==> src/rtl/mesh_route_unit.sv <==
// Per-input-port route computation for the MESH router: latches a one-hot output-port
// request on head acceptance and holds it until the tail flit is consumed (wormhole).
module mesh_route_unit #(
  parameter int X_NODES  = 4,
  parameter int Y_NODES  = 4,
  parameter int X_LOC    = 0,
  parameter int Y_LOC    = 0,
  parameter int TORUS    = 0,
  parameter int MODE     = 0,
  parameter int CREDIT_W = 3
) (
  input  logic                        clk,
  input  logic                        reset_n,
  input  logic [$clog2(X_NODES)-1:0]  i_x_dest,
  input  logic [$clog2(Y_NODES)-1:0]  i_y_dest,
  input  logic                        i_val,
  input  logic                        i_head,
  input  logic                        i_tail,
  input  logic                        i_grant,
  input  logic [5*CREDIT_W-1:0]       i_credit,
  output logic [0:4]                  o_output_req,
  output logic                        o_val,
  output logic                        o_err
);

  localparam logic WRAP     = (TORUS != 0);
  localparam logic ADAPTIVE = (MODE == 2) && (TORUS == 0);
  localparam logic Y_FIRST  = (MODE == 1);

  localparam logic [0:4] PORT_C = 5'b10000;
  localparam logic [0:4] PORT_N = 5'b01000;
  localparam logic [0:4] PORT_E = 5'b00100;
  localparam logic [0:4] PORT_S = 5'b00010;
  localparam logic [0:4] PORT_W = 5'b00001;

  typedef enum logic [1:0] {D_NONE = 2'd0, D_POS = 2'd1, D_NEG = 2'd2} dir_e;
  typedef enum logic {S_IDLE = 1'b0, S_ACTIVE = 1'b1} state_e;

  // Productive direction along one axis; on a torus the half-way tie goes positive.
  function automatic dir_e axis_dir(input int dest, input int loc, input int nodes,
                                    input logic wrap);
    int d;
    if (wrap) begin
      d = dest - loc;
      if (d < 0) d = d + nodes;
      if (d == 0) return D_NONE;
      return (d <= nodes / 2) ? D_POS : D_NEG;
    end
    if (dest > loc) return D_POS;
    if (dest < loc) return D_NEG;
    return D_NONE;
  endfunction

  function automatic logic [0:4] pick_port(input dir_e xd, input dir_e yd,
                                           input logic [CREDIT_W-1:0] cx,
                                           input logic [CREDIT_W-1:0] cy);
    logic [0:4] xp;
    logic [0:4] yp;
    xp = (xd == D_POS) ? PORT_E : PORT_W;
    yp = (yd == D_POS) ? PORT_N : PORT_S;
    if (xd == D_NONE && yd == D_NONE) return PORT_C;
    if (ADAPTIVE) begin
      // West-first: any westward hop is taken first, so only e vs n/s is ever adaptive.
      if (xd == D_NEG)  return PORT_W;
      if (xd == D_NONE) return yp;
      if (yd == D_NONE) return xp;
      return (cy > cx) ? yp : xp;
    end
    if (Y_FIRST) return (yd != D_NONE) ? yp : xp;
    return (xd != D_NONE) ? xp : yp;
  endfunction

  state_e      state_q;
  logic [0:4]  req_q;
  logic        val_q;
  logic        err_q;

  dir_e                 x_dir;
  dir_e                 y_dir;
  logic                 dest_bad;
  logic [CREDIT_W-1:0]  cred_n;
  logic [CREDIT_W-1:0]  cred_e;
  logic [CREDIT_W-1:0]  cred_s;
  logic [CREDIT_W-1:0]  cred_y;
  logic [0:4]           route_d;

  always_comb begin
    cred_n   = i_credit[4*CREDIT_W-1 -: CREDIT_W];
    cred_e   = i_credit[3*CREDIT_W-1 -: CREDIT_W];
    cred_s   = i_credit[2*CREDIT_W-1 -: CREDIT_W];
    x_dir    = axis_dir(int'(i_x_dest), X_LOC, X_NODES, WRAP);
    y_dir    = axis_dir(int'(i_y_dest), Y_LOC, Y_NODES, WRAP);
    cred_y   = (y_dir == D_POS) ? cred_n : cred_s;
    dest_bad = (int'(i_x_dest) >= X_NODES) || (int'(i_y_dest) >= Y_NODES);
    route_d  = dest_bad ? PORT_C : pick_port(x_dir, y_dir, cred_e, cred_y);
  end

  always_ff @(posedge clk or negedge reset_n) begin
    if (!reset_n) begin
      state_q <= S_IDLE;
      req_q   <= '0;
      val_q   <= 1'b0;
      err_q   <= 1'b0;
    end else begin
      err_q <= 1'b0;
      case (state_q)
        S_IDLE: begin
          if (i_val) begin
            if (i_head) begin
              state_q <= S_ACTIVE;
              req_q   <= route_d;
              val_q   <= 1'b1;
              err_q   <= dest_bad;
            end else begin
              err_q <= 1'b1;
            end
          end
        end
        S_ACTIVE: begin
          if (i_val) begin
            if (i_grant) begin
              // A granted head here is still consumed; it only raises the error flag.
              if (i_head) err_q <= 1'b1;
              if (i_tail) begin
                state_q <= S_IDLE;
                req_q   <= '0;
                val_q   <= 1'b0;
              end
            end else if (i_head) begin
              err_q <= 1'b1;
            end
          end
        end
        default: begin
          state_q <= S_IDLE;
          req_q   <= '0;
          val_q   <= 1'b0;
        end
      endcase
    end
  end

  assign o_output_req = req_q;
  assign o_val        = val_q;
  assign o_err        = err_q;

endmodule

==> config.mk <==
export PLATFORM = sky130hd
export DESIGN_NAME = mesh_route_unit
export DESIGN_NICKNAME = d
export VERILOG_FILES = /design/src/rtl/mesh_route_unit.sv
export SDC_FILE = /design/constraint.sdc
export NUM_CORES = 1
export LEC_CHECK = 0
export BUFFER_PORTS_ARGS = -buffer_cell sky130_fd_sc_hd__buf_2
export CAP_MARGIN = 10
export CORE_AREA = 2 2 39 41
export CTS_BUF_LIST = sky130_fd_sc_hd__clkbuf_16
export CTS_CLUSTER_SIZE = 24
export DETAILED_ROUTE_END_ITERATION = 6
export DIE_AREA = 0 0 41 43
export PLACE_DENSITY_LB_ADDON = 0.3
export SLEW_MARGIN = 10
export SYNTH_ARGS = -nofsm -noshare
export SYNTH_HDL_FRONTEND = slang
export SYNTH_SLANG_ARGS = --single-unit
==> constraint.sdc <==
create_clock -name clk -period 1.72 [get_ports clk]
set_clock_uncertainty 0.15 [all_clocks]
set_input_delay 0.172 -clock clk [delete_from_list [all_inputs] [get_ports clk]]
set_output_delay 0.172 -clock clk [all_outputs]
set_load 0.01 [all_outputs]
==> impl_metrics.ini <==
[sta]
whs_ns = 0.06696
max_freq_mhz = 725.9
slew_viol_final = 0
hold_viol_final = 0
finalSetupViolations = 0
finalCritPeriodShare_pct = 80.09
setup_tns_ns = 0
period_minus_slack_ns = 1.378
rsz0062_at_grt = false

[routing]
via_count = 246
first_pass_iters = 3
drtAntennaViolNets = 0
wl_per_cell_um = 9.113
vias_per_cell = 3.968
routed_wl_um = 565
route.detailed.drc = 0
drt_iter0_drc = 4

[synth]
netlist_instances = 30
syn_area_sq_um = 311.5
yosysSeqAreaShare_pct = 48.19
avgSynthCellArea_sq_um = 10.38
synth.distinct_cells = 16
synth_warnings = 0
yosys_register_bits = 6

[min_path]
hold_path.class = input port to flop
hold_depth = 2

[cts]
cts_max_level = 1
cts_buffer_depth = 2
clkTransAtPathRegs_ns = 0.03
numCtsBuffers = 3
cts_tree = built
cts_resized = 0
cts_root_buf = clkbuf_16
cts_sinks = 6
insertion_delay_ns = 0.22

[cells_and_area]
drive_gt1_share_pct = 43.48
syn2layout_area_growth_pct = 49.00
layout_commonest_cell = buf_2
nets = 73
antennaDiodeCount = 0
most-common-layout-cells = buf_2, dfrtp_1, nor2_1

[floorplanning]
io_pins = 32
start_util_pct = 22.51
fp.dieW_um = 41
rows = 14
core_area_sq_um = 1384
die_h_um = 43
die-area_sq_um = 1763

[grt]
antenna_found_initial = 0
grt_max_degree = 9
grt_usage_pct = 8.678
grt_overflow_total = 0
grt_pass1_vias = 231
grt_pass1_wl_um = 952

[pwr]
pwr-share-comb_pct = 18.0
internal-power_w = 0.0005430
swShare_pct = 23.48
leakagePower_nw = 0.2375
p_seq_share_pct = 29.8
clockPowerShare_pct = 52.2
p_switching_w = 0.0001666
peakVddDrop_mv = 0.5915
powerDensity_nw_per_um2 = 1529

[critical_path]
worstRegToRegCells = 3
path_max_fanout = 8
cp-end-kind = flop
start_kind = flop
critPathKind = flop to flop
cp_data_arrival_time_ns = 1.33
required_ns = 1.67

[placed_design]
gp_congestion = 0.6330
place.port_buffers = 14

[outcome]
status = finished, final reports clean

[run]
maxCapViolCount = 0
through the flow:
step / total power, W / setup slack, ns / std cells / utilization (%) / area, sq um
finish: 0.0007096 / 0.3425 / 62 / 33.54 / 464.2
detailed placement: 0.0003415 / 0.3446 / 58 / 27.40 / 379.1
floorplan: 0.0003013 / 0.4645 / 31 / - / 315.3
CTS: 0.0007193 / 0.3305 / 62 / 33.54 / 464.2
global route: 0.0007518 / 0.2232 / 62 / 33.54 / 464.2
global placement: 0.0003411 / 0.3218 / 58 / 27.40 / 379.1
synthesized netlist by cell type, drive strengths merged:
cell / n / share of area [%]
nor2: 4 / 4.8
dfrtp: 6 / 48
o21ai: 2 / 4.4
a21oi: 2 / 3.2
nand2: 3 / 3.6
buf: 3 / 8.4
mux2: 3 / 11
nor3: 1 / 3.2
conb: 1 / 1.2
or3: 1 / 3.6
xnor2: 1 / 2.8
nand3: 1 / 1.6
nand4: 1 / 2.0
and2: 1 / 2.0
power groups by stage:
stage / Clock (W) / Sequential [W] / Combinational [W]
final: 0.000370 / 0.000212 / 0.000127
after global routing: 0.000385 / 0.000221 / 0.000146
after CTS: 0.000376 / 0.000213 / 0.000130
after detailed placement: 0 / 0.000213 / 0.000128
after global placement: 0 / 0.000215 / 0.000126
after floorplan: 0 / 0.000215 / 0.0000860
critical path, cell delays in order, from the launching register on:
cell	delay, ns
dfrtp_1	0.48
nand4_1	0.16
o21ai_2	0.13
mux2_1	0.34
registers in the layout, indices dropped and copies added, names as in the netlist:
register      cells
o_val             1
o_output_req      3
state_q           1
o_err             1
logic make-up (layout without fill, tap and decap cells):
family	after synthesis	after routing	synth area share (%)
buffers and inverters	3	18	8.432
muxes	3	3	10.84
and+or+nand+nor	12	12	20.88
DFF	6	6	48.19
xor gates and xnor gates	1	1	2.812
other	1	2	1.204
AOI/OAI and AO/OA	4	4	7.630
path summary, 6_finish.rpt:
kind                                 startpoint  slack [ns]               to
worst max-delay path                    state_q        0.34  o_output_req[0]
worst min-delay path                      i_val        0.07            o_err
worst max register to register          state_q        0.34  o_output_req[0]
worst min register to register  o_output_req[0]        0.33  o_output_req[0]
max in group asynchronous               reset_n        1.13          state_q
min in group asynchronous               reset_n        0.15  o_output_req[1]
what timing repair did:
| item | in CTS | in global routing |
|---|---|---|
| setup buffers | 0 | 0 |
| hold buffers | 1 | 0 |
| hold endpoints to repair | 6 | 0 |
metal layers:
| layer | global-route usage [%] | part of all wire [%] |
|---|---|---|
| met1 | 12.09 | 54 |
| met2 | 8.750 | 34 |
| met3 | 4.712 | 12 |
| met4 | 8.000 | 0 |
| met5 | 0 | 0 |
cell type report:
| class | count | area, sq um |
|---|---|---|
| Multi-Input combinational cell | 22 | 138.9 |
| Clock buffer | 3 | 75.07 |
| Fill cell | 147 | 919.6 |
| Timing Repair Buffer | 15 | 80.08 |
| Tap cell | 16 | 20.02 |
| Sequential cell | 6 | 150.1 |
Power figures use the tool's default switching activity.
